File: src/rtl/servo_pwm_multi.sv
// servo_pwm_multi: NUM_CH servo PWM outputs on a shared FRAME_US timebase, commands double-buffered to frame boundaries.
// Optional macro SLEW_LIMIT_EN: active commands step toward shadow by at most SLEW_STEP per frame.
module servo_pwm_multi #(
  parameter int CLK_HZ    = 100_000_000,
  parameter int NUM_CH    = 4,
  parameter int DUTY_W    = 8,
  parameter int MIN_US    = 1000,
  parameter int MAX_US    = 2000,
  parameter int FRAME_US  = 20000,
  parameter int SLEW_STEP = 4,
  localparam int CH_W     = NUM_CH > 1 ? $clog2(NUM_CH) : 1
) (
  input  logic              clk_i,
  input  logic              rst_ni,
  input  logic              enable_i,
  input  logic              wr_en_i,
  input  logic [CH_W-1:0]   wr_ch_i,
  input  logic [DUTY_W-1:0] wr_duty_i,
  output logic [NUM_CH-1:0] pwm_out_o,
  output logic              frame_start_o
);
  localparam int PRE  = CLK_HZ / 1_000_000;
  localparam int PW   = PRE > 1 ? $clog2(PRE) : 1;
  localparam int UW   = $clog2(FRAME_US);
  localparam int WW   = $clog2(MAX_US + 1);
  localparam int DMAX = (1 << DUTY_W) - 1;
  localparam logic [DUTY_W-1:0] CENTRE = DUTY_W'(1 << (DUTY_W - 1));
  localparam logic [WW-1:0] CENTRE_W = WW'(MIN_US + (1 << (DUTY_W - 1)) * (MAX_US - MIN_US) / DMAX);

  logic [PW-1:0]     pre_q, pre_d;
  logic [UW-1:0]     us_q, us_d;
  logic              us_tick, boundary, wr_ok;
  logic              enable_q, frame_start_q;
  logic [DUTY_W-1:0] shadow_q [NUM_CH];
  logic [DUTY_W-1:0] active_q [NUM_CH];
  logic [DUTY_W-1:0] active_d [NUM_CH];
  logic [WW-1:0]     width_q [NUM_CH];
  logic [WW-1:0]     width_d [NUM_CH];
  logic [NUM_CH-1:0] pwm_q, pwm_d;

`ifdef SLEW_LIMIT_EN
  function automatic logic [DUTY_W-1:0] slew(input logic [DUTY_W-1:0] a, input logic [DUTY_W-1:0] s);
    logic [DUTY_W-1:0] st;
    st = DUTY_W'(SLEW_STEP);
    return s > a ? ((s - a) > st ? a + st : s) : ((a - s) > st ? a - st : s);
  endfunction
`endif

  always_comb begin
    us_tick  = pre_q == PW'(PRE - 1);
    boundary = us_tick && us_q == UW'(FRAME_US - 1);
    pre_d    = us_tick ? '0 : pre_q + PW'(1);
    us_d     = boundary ? '0 : us_tick ? us_q + UW'(1) : us_q;
    wr_ok    = wr_en_i && 32'(wr_ch_i) < NUM_CH;
  end

  // width lags active by one clk; pulses start at us_cnt=0 where any width >= MIN_US > 0 holds
  always_comb begin
    for (int i = 0; i < NUM_CH; i++) begin
`ifdef SLEW_LIMIT_EN
      active_d[i] = slew(active_q[i], shadow_q[i]);
`else
      active_d[i] = shadow_q[i];
`endif
      width_d[i] = WW'(MIN_US + 32'(active_q[i]) * (MAX_US - MIN_US) / DMAX);
      pwm_d[i]   = enable_q && (32'(us_q) < 32'(width_q[i]));
    end
  end

  always_ff @(posedge clk_i or negedge rst_ni) begin
    if (!rst_ni) begin
      pre_q         <= '0;
      us_q          <= '0;
      enable_q      <= 1'b0;
      frame_start_q <= 1'b0;
      pwm_q         <= '0;
      for (int i = 0; i < NUM_CH; i++) begin
        shadow_q[i] <= CENTRE;
        active_q[i] <= CENTRE;
        width_q[i]  <= CENTRE_W;
      end
    end else begin
      pre_q         <= pre_d;
      us_q          <= us_d;
      frame_start_q <= boundary;
      pwm_q         <= pwm_d;
      if (boundary) enable_q <= enable_i;
      for (int i = 0; i < NUM_CH; i++) begin
        if (boundary) active_q[i] <= active_d[i];
        width_q[i] <= width_d[i];
        if (wr_ok && 32'(wr_ch_i) == i) shadow_q[i] <= wr_duty_i;
      end
    end
  end

  assign pwm_out_o     = pwm_q;
  assign frame_start_o = frame_start_q;
endmodule
File: config.mk
export PLATFORM = sky130hd
export DESIGN_NAME = servo_pwm_multi
export DESIGN_NICKNAME = d
export VERILOG_FILES = /design/src/rtl/servo_pwm_multi.sv
export SDC_FILE = /design/constraint.sdc
export NUM_CORES = 1
export LEC_CHECK = 0
export ABC_AREA = 1
export BUFFER_PORTS_ARGS = -buffer_cell sky130_fd_sc_hd__buf_2
export CAP_MARGIN = 10
export CORE_MARGIN = 3
export CORE_UTILIZATION = 45
export CTS_CLUSTER_DIAMETER = 40
export DETAILED_ROUTE_END_ITERATION = 12
export PLACE_DENSITY = 0.68
export SLEW_MARGIN = 10
export SYNTH_ARGS = -nofsm -noshare
export SYNTH_HDL_FRONTEND = slang
export SYNTH_SLANG_ARGS = --single-unit
File: constraint.sdc
create_clock -name clk_i -period 15.3 [get_ports clk_i]
set_input_delay 0.765 -clock clk_i [delete_from_list [all_inputs] [get_ports clk_i]]
set_output_delay 0.765 -clock clk_i [all_outputs]
set_load 0.01 [all_outputs]
==> impl_metrics.env, run 1 <==
export IMPL_die_w_um=223
export IMPL_regArea_um2=3450
export IMPL_slowest_stage="fa_1"
export IMPL_antenna_found_initial=0
export IMPL_worstSetupPathType="register to register"
export IMPL_final_hold_violation_count=0
export IMPL_final_setup_tns_ns=0
export IMPL_cpPeakStageDelay_ns=0.57
export IMPL_synthArstFlopShare_pct=100
export IMPL_end_kind="register"
export IMPL_cts_root_buf="clkbuf_16"
export IMPL_preCtsSetupSlack_ns=5.42
export IMPL_syn_nets=3437
export IMPL_worst_slack_ns=5.36
export IMPL_yosysSeqAreaShare_pct=16.2
export IMPL_crit_fanout=13
export IMPL_final_common_cell="nand2_1"
export IMPL_ioPinCount=19
export IMPL_wl_mm=45.5
export IMPL_switchingPower_mw=0.219
export IMPL_drive_gt1_share_pct=16.1
export IMPL_ctsHoldBuffers=0
export IMPL_track_usage_pct=18.8
export IMPL_ir_drop_mv=0.0804
export IMPL_die_area_um2=49900
export IMPL_hold_class="primary input to asynchronous set/reset pin"
export IMPL_comb_power_share_pct=2.9
export IMPL_drc=0
export IMPL_p_int_mw=0.601
export IMPL_cts_tree="done"
export IMPL_p_leak_nw=12.5
export IMPL_yosysTopAreaCell="nand2_1"
export IMPL_fin_crit_sh_pct=65.0
export IMPL_clk_latency_ns=0.44
export IMPL_max_freq_mhz=101
export IMPL_cts_buffers=17
export IMPL_finalNetCount=3456
export IMPL_synth_avg_cell_area_um2=6.81
export IMPL_dp_hpwl_mm=37.9
export IMPL_grt_overflow=0
export IMPL_synth_cell_area_um2=21300
export IMPL_diodes=0
export IMPL_multi_input_area_um2=15400
export IMPL_route_vias_total=18600
export IMPL_synth_cells=3125
export IMPL_die_h_um=223
export IMPL_rsz0062_at_grt="no"
export IMPL_synth_distinct_cells=66
export IMPL_netlist_area_leader_share_pct=13.6
export IMPL_fillerInstances=4755
export IMPL_required_ns=15.65
export IMPL_gp_congestion=0.863
export IMPL_clockBufferDepth=2
export IMPL_synth_edf_count=0
export IMPL_clkSlewWorstSetupHoldPaths_ns=0.07
export IMPL_fin_crit_ns=9.94
export IMPL_post_drt_via_cell_ratio=4.93
export IMPL_core_area_um2=46700
export IMPL_grt_pass1_wl_mm=80.7
export IMPL_grt_pass1_vias=17800
export IMPL_drt_first_pass_iters=5
export IMPL_wl_per_cell_um=12.1
export IMPL_numPortBuffers=18
export IMPL_p_clk_share_pct=49.9
export IMPL_h_tree_depth=4
export IMPL_maxCapViolCount=0
export IMPL_grt_max_degree=78
export IMPL_ctsResizeCount=0
export IMPL_mostFrequentLayoutCells="nand2_1, inv_1, nand3_1, nor2_1, ha_1"
export IMPL_arrival_ns=10.30
export IMPL_ys_warn_count=0
export IMPL_drt_initial_drc_count=761
export IMPL_maxSlewHeadroom_pct=37.6
export IMPL_ys_flop_type="dfrtp_1"
export IMPL_fin_skew_ns=0.0198
export IMPL_yosys_top_cells_area="nand2_1, ha_1, dfrtp_1, inv_1, fa_1"
export IMPL_p_seq_share_pct=47.1
export IMPL_synth_seq_cells=136
export IMPL_start_kind="register"
export IMPL_start_util_pct=45.6
export IMPL_slew_viol_final=0
export IMPL_drtAntennaViolNets=0
export IMPL_clock_sinks=136
export IMPL_fp_row_count=79
export IMPL_swShare_pct=26.7
export IMPL_status="completed"
export IMPL_p_per_area_nw_per_um2=36.3
export IMPL_setup_viol=0
export IMPL_post_cts_setup_buffers=0
export IMPL_crit_top_cell="nand2_1"
export IMPL_area_growth_pct=6.17
export IMPL_worst_slew_pin_slew_ns=0.936
[synth_stat cells (6+ instances only)]
cell      number
nand2_4       43
o21ai_1       43
nand3_4       11
a21oi_1       73
nand2_2      127
nand4_2        8
dfrtp_1       96
xor2_1        51
xnor2_1       20
nand4_1       58
o21bai_1      10
nand2_1      772
buf_6          7
o21ai_0      131
nor3_1        27
inv_2         60
inv_1        527
nor2_2        43
fa_1          84
and2_1         6
nand3_2       51
nand3b_1      19
a21boi_1       6
ha_1         214
clkbuf_1      10
o211ai_1      12
nor4_1         8
xor2_2         6
nor2_1       218
dfstp_2       40
nor2_4        25
nand3_1      251
a21oi_2        7
o21ai_2        8
[worst max-delay path: cells and delay by family (launching register included)]
| kind | cells | cell delay (ns) |
|---|---|---|
| and+or+nand+nor | 47 | 5.48 |
| adders and majority gates | 7 | 2.78 |
| buffers and inverters | 7 | 0.52 |
| DFF | 1 | 0.50 |
| AOI/OAI and AO/OA | 4 | 0.50 |
[area by class of cell]
| type | instances | share of cell area [%] |
|---|---|---|
| clock buffers | 17 | 1.88 |
| clock inverters | 15 | 0.726 |
| inverters | 600 | 10.2 |
| multi-input cells | 2369 | 68.0 |
| flip-flops and latches | 136 | 15.3 |
| well taps | 607 | 3.36 |
| repair buffers | 20 | 0.493 |
[layer usage]
metal	global-route usage [%]	part of all wire [%]	up-vias
li1	-	-	9947
met4	2.89	0.55	0
met2	33.6	49	169
met3	1.66	1.8	13
met5	0	0	-
met1	25.2	49	8446
[through the flow]
| step | power [mW] | utilization, % | hold WS, ns | cells | instance area (um2) |
|---|---|---|---|---|---|
| finish | 0.820 | 48.4 | 0.276 | 3764 | 22600 |
| global route | 0.851 | 48.4 | 0.315 | 3764 | 22600 |
| CTS | 0.832 | 48.4 | 0.288 | 3764 | 22600 |
| detailed placement | 0.417 | 47.2 | 0.465 | 3732 | 22000 |
| global placement | 0.417 | 47.2 | 0.455 | 3732 | 22000 |
| floorplan | 0.398 | - | 0.433 | 3125 | 21300 |
[flip-flops by register name, indices dropped and copies added, names as in the netlist]
| register | flops |
|---|---|
| enable_q | 1 |
| width_q | 44 |
| pre_q | 7 |
| pwm_out_o | 4 |
| us_q | 15 |
| active_d | 32 |
| frame_start_o | 1 |
| active_q | 32 |
[power by group through the flow]
stage                     Clock, mW  Sequential, mW  Combinational [mW]
after floorplan                   0           0.386              0.0115
after global placement            0           0.393              0.0241
after detailed placement          0           0.393              0.0247
after CTS                     0.421           0.386              0.0249
after global routing          0.434           0.387              0.0291
final                         0.410           0.387              0.0239
[final timing paths]
check	slack [ns]	cells past startpoint	end	start
worst max-delay path	5.36	65	width_q[11]	active_q[9]
worst min-delay path	0.28	1	pwm_out_o[2]	rst_ni
worst max register to register	5.36	65	width_q[11]	active_q[9]
worst min register to register	0.48	1	pre_q[0]	pre_q[0]
max in group asynchronous	13.65	2	frame_start_o	rst_ni
min in group clk_i	0.48	1	pre_q[0]	pre_q[0]
[logic make-up (layout without fill, tap and decap cells)]
family	after synthesis	after routing	synth area share, %
adders and majority gates	298	298	20.5
xor gates and xnor gates	77	77	3.38
DFF	136	136	16.2
AOI/OAI and AO/OA	314	314	8.49
buffers and inverters	620	652	11.5
and+or+nand+nor	1680	1680	39.9
(Power assumes the default switching activity.)
==> run 2, diff against run 1 <==
PLACE_DENSITY = 0.7   (was 0.68)
clock period = 8.25 ns   (was 15.3 ns; I/O delays follow)
==> run 2 against run 1 <==
Compared with the run above:
- the run now ends with negative hold slack, negative setup slack left
- fmax is 11% higher
- critical path type unchanged
- largest power group unchanged
- largest cell class unchanged
- core utilization is 18 points higher
- die area stayed put
- register-to-register slack worse by 6.1 ns
==> impl_metrics.env, run 2 (synthesized netlist as in run 1, its figures left out) <==
export IMPL_status="finished, violations left"
export IMPL_violations="negative hold slack, negative setup slack"
export IMPL_drt_first_pass_iters=5
export IMPL_clockBufferDepth=2
export IMPL_end_kind="register"
export IMPL_drt_initial_drc_count=1059
export IMPL_crit_top_cell="nand2_2"
export IMPL_wl_per_cell_um=12.8
export IMPL_p_int_mw=1.20
export IMPL_worst_slew_pin_slew_ns=0.844
export IMPL_timing_hold_ws_ns=-0.00411
export IMPL_setup_viol=17
export IMPL_drc=0
export IMPL_p_seq_share_pct=46.0
export IMPL_numPortBuffers=18
export IMPL_grt_max_degree=70
export IMPL_fin_crit_sh_pct=109
export IMPL_core_area_um2=46700
export IMPL_cts_buffers=17
export IMPL_hold_class="primary input to asynchronous set/reset pin"
export IMPL_cts_tree="done"
export IMPL_start_util_pct=45.6
export IMPL_max_freq_mhz=112
export IMPL_maxCapViolCount=0
export IMPL_fp_row_count=79
export IMPL_gp_congestion=0.873
export IMPL_die_area_um2=49900
export IMPL_ctsHoldBuffers=0
export IMPL_drive_gt1_share_pct=42.9
export IMPL_dp_hpwl_mm=41.7
export IMPL_fin_skew_ns=0.0122
export IMPL_die_w_um=223
export IMPL_grt_pass1_wl_mm=93.3
export IMPL_worstSetupPathType="register to register"
export IMPL_post_drt_via_cell_ratio=4.98
export IMPL_wl_mm=57.4
export IMPL_grt_pass1_vias=21500
export IMPL_swShare_pct=23.1
export IMPL_largest_register_ffs=44
export IMPL_p_leak_nw=16.7
export IMPL_ioPinCount=19
export IMPL_fin_crit_ns=8.97
export IMPL_drtAntennaViolNets=0
export IMPL_final_common_cell="buf_4"
export IMPL_cts_root_buf="clkbuf_16"
export IMPL_route_vias_total=22400
export IMPL_required_ns=8.59
export IMPL_clk_latency_ns=0.42
export IMPL_crit_fanout=8
export IMPL_rsz0062_at_grt="yes"
export IMPL_comb_power_share_pct=2.8
export IMPL_h_tree_depth=4
export IMPL_antenna_found_initial=2
export IMPL_slowest_stage="fa_1"
export IMPL_switchingPower_mw=0.360
export IMPL_ir_drop_mv=0.144
export IMPL_arrival_ns=9.30
export IMPL_mostFrequentLayoutCells="buf_4, nand2_1, inv_1, nand2_2, ha_1"
export IMPL_top_register="width_q"
export IMPL_final_setup_tns_ns=-4.71
export IMPL_track_usage_pct=21.4
export IMPL_finalNetCount=4183
export IMPL_cpPeakStageDelay_ns=0.55
export IMPL_start_kind="register"
export IMPL_maxSlewHeadroom_pct=43.7
export IMPL_final_hold_violation_count=9
export IMPL_clkSlewWorstSetupHoldPaths_ns=0.06
export IMPL_diodes=0
export IMPL_worst_slack_ns=-0.718
export IMPL_grt_overflow=0
export IMPL_clock_sinks=136
export IMPL_p_clk_share_pct=51.2
export IMPL_slew_viol_final=0
export IMPL_area_growth_pct=45.8
export IMPL_p_per_area_nw_per_um2=50.3
export IMPL_die_h_um=223
export IMPL_finalPower_mw=1.56
## run 2: changes by cell type in the layout (fill, tap and decap cells not counted), moves of 42 or more
cell and change:
buf_4 +698, nand2_1 -146, nand2_2 +85, nand3_1 -77, nor2_1 -60, nor2_4 +50
nand2_4 +48, nand3_2 +47, inv_1 -42
## run 2: final timing paths
path,from,end,slack [ns],depth (start not counted)
max,active_q[2],width_q[0],-0.72,66
min,rst_ni,width_q[38],-0.004,1
max reg2reg,active_q[2],width_q[0],-0.72,66
min reg2reg,pre_q[0],pre_q[0],0.46,1
max in group asynchronous,rst_ni,active_q[9],6.93,2
min in group clk_i,enable_i,enable_q,0.28,3
## run 2: layout make-up
class	count	area, um2
Multi-Input combinational cell	2375	18200
Inverter	600	2340
Tap cell	607	759
Timing Repair Buffer	741	5650
Fill cell	3596	15600
Sequential cell	136	3460
Clock buffer	18	439
Clock inverter	14	186
## run 2: what timing repair did
| action | in CTS | in global routing |
|---|---|---|
| endpoints found under the setup margin | 21 | 42 |
| resized for setup | 208 | 303 |
| setup buffers | 90 | 48 |
| hold endpoints to repair | 0 | 0 |
| pin swaps | 153 | 147 |
| gates cloned | 5 | 1 |
## run 2: critical path, delay by kind of cell, from the launching register on
kind            cells  cell delay, ns
compound gates      2            0.40
buf+inv            12            0.82
xor+xnor            1            0.20
fa+ha+maj           7            2.49
flops               1            0.44
simple gates       44            4.52
## run 2: per-stage QoR
step / setup slack (ns) / hold WS (ns) / area, um2 / std cells / util [%]
CTS: -0.398 / 0.00397 / 29500 / 4443 / 63.1
global placement: -0.569 / 0.450 / 27200 / 4316 / 58.2
global route: -1.32 / 0.0352 / 31000 / 4491 / 66.5
floorplan: -0.0523 / 0.117 / 22000 / 3125 / -
finish: -0.718 / -0.00411 / 31000 / 4491 / 66.5
detailed placement: -0.702 / 0.450 / 27200 / 4316 / 58.2
## run 2: power by group through the flow
stage	clock [mW]	sequential, mW	combinational [mW]
floorplan	0	0.716	0.0214
global placement	0	0.727	0.0426
detailed placement	0	0.727	0.0440
CTS	0.807	0.716	0.0450
global route	0.838	0.719	0.0522
finish	0.798	0.717	0.0435
## run 2: routing by layer
layer	GRT usage [%]	wire length, um
met2	39.6	29600
met4	3.14	871
met3	2.16	1740
met1	27.6	25200
met5	0	27
==> run 3, diff against run 2 <==
RECOVER_POWER = 25   (was default)
==> run 3 against run 2 <==
Compared with the run above:
- the flow finishes with violations (max-capacitance violations, max-slew violations, negative setup slack)
- via count about the same
- power about the same
- flip-flop and latch count unchanged
- sequential power about the same
- combinational power about the same
- non-clock buffer count unchanged
- design area about the same
- setup slack improved by 0.014 ns
- core utilization about the same
- count of clock-buffer cells in the layout unchanged
- first-iteration DRC count increased by 6.8%
- global-route usage unchanged
- critical endpoint unchanged
- largest power group unchanged
==> impl_metrics.env, run 3 (synthesized netlist as in run 1, its figures left out) <==
export IMPL_status="finished, violations left"
export IMPL_violations="max-capacitance violations, max-slew violations, negative setup slack"
export IMPL_cp_num_cells=66
export IMPL_route_vias_total=22300
export IMPL_routedLengthMet1_mm=25.3
export IMPL_rsz0062_at_grt="yes"
export IMPL_die_h_um=223
export IMPL_grt_overflow=0
export IMPL_p_leak_nw=16.7
export IMPL_grt_pass1_wl_mm=93.3
export IMPL_preCtsSetupSlack_ns=-0.702
export IMPL_clkSlewWorstSetupHoldPaths_ns=0.06
export IMPL_timing_hold_ws_ns=0.276
export IMPL_crit_fanout=8
export IMPL_design_area_um2=31000
export IMPL_ir_drop_mv=0.145
export IMPL_rr_worst_depth=66
export IMPL_final_hold_violation_count=0
export IMPL_clock_sinks=136
export IMPL_end_kind="register"
export IMPL_p_int_mw=1.20
export IMPL_crit_top_cell="nand2_2"
export IMPL_critPathTopFamily="simple AND/OR/NAND/NOR gates"
export IMPL_holdPathStages=3
export IMPL_regArea_um2=3460
export IMPL_area_growth_pct=45.7
export IMPL_diodes=0
export IMPL_swShare_pct=23.1
export IMPL_worst_slew_pin_slew_ns=3.55
export IMPL_p_clk_share_pct=51.2
export IMPL_gp_congestion=0.873
export IMPL_ctsHoldBuffers=0
export IMPL_dp_hpwl_mm=41.7
export IMPL_dr_wl_met2_mm=29.5
export IMPL_cpPeakStageDelay_ns=0.55
export IMPL_grt_max_degree=70
export IMPL_final_common_cell="buf_4"
export IMPL_wl_per_cell_um=12.8
export IMPL_switchingPower_mw=0.361
export IMPL_mostFrequentLayoutCells="buf_4, nand2_1, inv_1, nand2_2, ha_1"
export IMPL_route_top_layer_used="met5"
export IMPL_placed_area_um2=27200
export IMPL_ioPinCount=19
export IMPL_path_buf_inv=12
export IMPL_drtAntennaViolNets=0
export IMPL_max_freq_mhz=112
export IMPL_top_register="width_q"
export IMPL_start_kind="register"
export IMPL_h_tree_depth=4
export IMPL_hold_class="primary input to register"
export IMPL_start_util_pct=45.6
export IMPL_die_area_um2=49900
export IMPL_setup_viol=17
export IMPL_maxCapViolCount=1
export IMPL_slew_viol_final=69
export IMPL_wl_met3_mm=1.64
export IMPL_clockBufferDepth=2
export IMPL_drt_initial_drc_count=1131
export IMPL_worstSetupPathType="register to register"
export IMPL_fp_row_count=79
export IMPL_required_ns=8.59
export IMPL_cts_tree="done"
export IMPL_track_usage_pct=21.4
export IMPL_largest_register_ffs=44
export IMPL_antenna_found_initial=2
export IMPL_worst_slack_ns=-0.704
export IMPL_numPortBuffers=18
export IMPL_fin_crit_sh_pct=109
export IMPL_post_drt_via_cell_ratio=4.98
export IMPL_finalNetCount=4183
export IMPL_core_area_um2=46700
export IMPL_p_per_area_nw_per_um2=50.3
export IMPL_grt_pass1_vias=21500
export IMPL_drive_gt1_share_pct=42.9
export IMPL_p_seq_share_pct=46.0
export IMPL_arrival_ns=9.29
export IMPL_fillerInstances=3596
export IMPL_maxSlewHeadroom_pct=-137
export IMPL_slowest_stage="fa_1"
export IMPL_fin_skew_ns=0.0135
export IMPL_clk_latency_ns=0.42
export IMPL_fin_crit_ns=8.95
export IMPL_cts_root_buf="clkbuf_16"
export IMPL_multi_input_area_um2=18200
export IMPL_wl_mm=57.4
export IMPL_cts_buffers=17
export IMPL_comb_power_share_pct=2.8
export IMPL_drc=0
export IMPL_drt_first_pass_iters=5
export IMPL_die_w_um=223
==> run 3: cell count changes in the layout (fill, tap and decap cells not counted) <==
| cell | change |
|---|---|
| buf_6 | -1 |
| clkbuf_1 | +1 |
==> run 3: per-layer routing <==
metal  track usage (%)  vias to the layer above
li1                  -                    11400
met1              27.6                    10500
met2              39.6                      372
met3              2.16                       92
met4              3.14                        4
met5                 0                        -
==> run 3: layout make-up <==
| cell class | count | area share (%) |
|---|---|---|
| Multi-Input combinational cell | 2375 | 58.6 |
| Timing Repair Buffer | 741 | 18.2 |
| Sequential cell | 136 | 11.2 |
| Inverter | 600 | 7.56 |
| Clock buffer | 18 | 1.42 |
| Clock inverter | 14 | 0.601 |
| Tap cell | 607 | 2.45 |
==> run 3: timing repair <==
action                     CTS  global route
pin swaps                  153           147
setup endpoints to repair   21            42
resized for setup          208           303
buffers inserted            90            48
gates cloned                 5             1
==> run 3: worst paths after layout <==
kind,start,to,slack [ns]
min,enable_i,enable_q,0.28
min reg2reg,pre_q[0],pre_q[0],0.46
max reg2reg,active_q[2],width_q[0],-0.70
max,active_q[2],width_q[0],-0.70
max in group asynchronous,rst_ni,active_q[9],4.69
min in group asynchronous,rst_ni,width_q[38],1.21
==> run 3: worst register-to-register path, delay by kind of cell (launching register included) <==
kind / cells / cell delay (ns)
buffers and inverters: 12 / 0.82
AOI/OAI and AO/OA: 2 / 0.40
xor gates and xnor gates: 1 / 0.19
DFF: 1 / 0.44
and+or+nand+nor: 44 / 4.54
adders and majority gates: 7 / 2.49
==> run 3: power by group through the flow <==
stage / combinational, mW / clock (mW) / sequential (mW)
after global routing: 0.0518 / 0.838 / 0.719
after detailed placement: 0.0440 / 0 / 0.727
after floorplan: 0.0214 / 0 / 0.716
after CTS: 0.0450 / 0.807 / 0.716
after global placement: 0.0426 / 0 / 0.727
final: 0.0433 / 0.799 / 0.717
==> run 3: stage by stage <==
| step | total power, mW | instances | setup TNS [ns] | utilization (%) |
|---|---|---|---|---|
| final | 1.56 | 4491 | -4.58 | 66.5 |
| after global routing | 1.61 | 4491 | -20.79 | 66.5 |
| after CTS | 1.57 | 4443 | -2.05 | 63.1 |
| after detailed placement | 0.771 | 4316 | -5.48 | 58.2 |
| after global placement | 0.769 | 4316 | -3.23 | 58.2 |
| after floorplan | 0.738 | 3125 | -0.0701 | - |
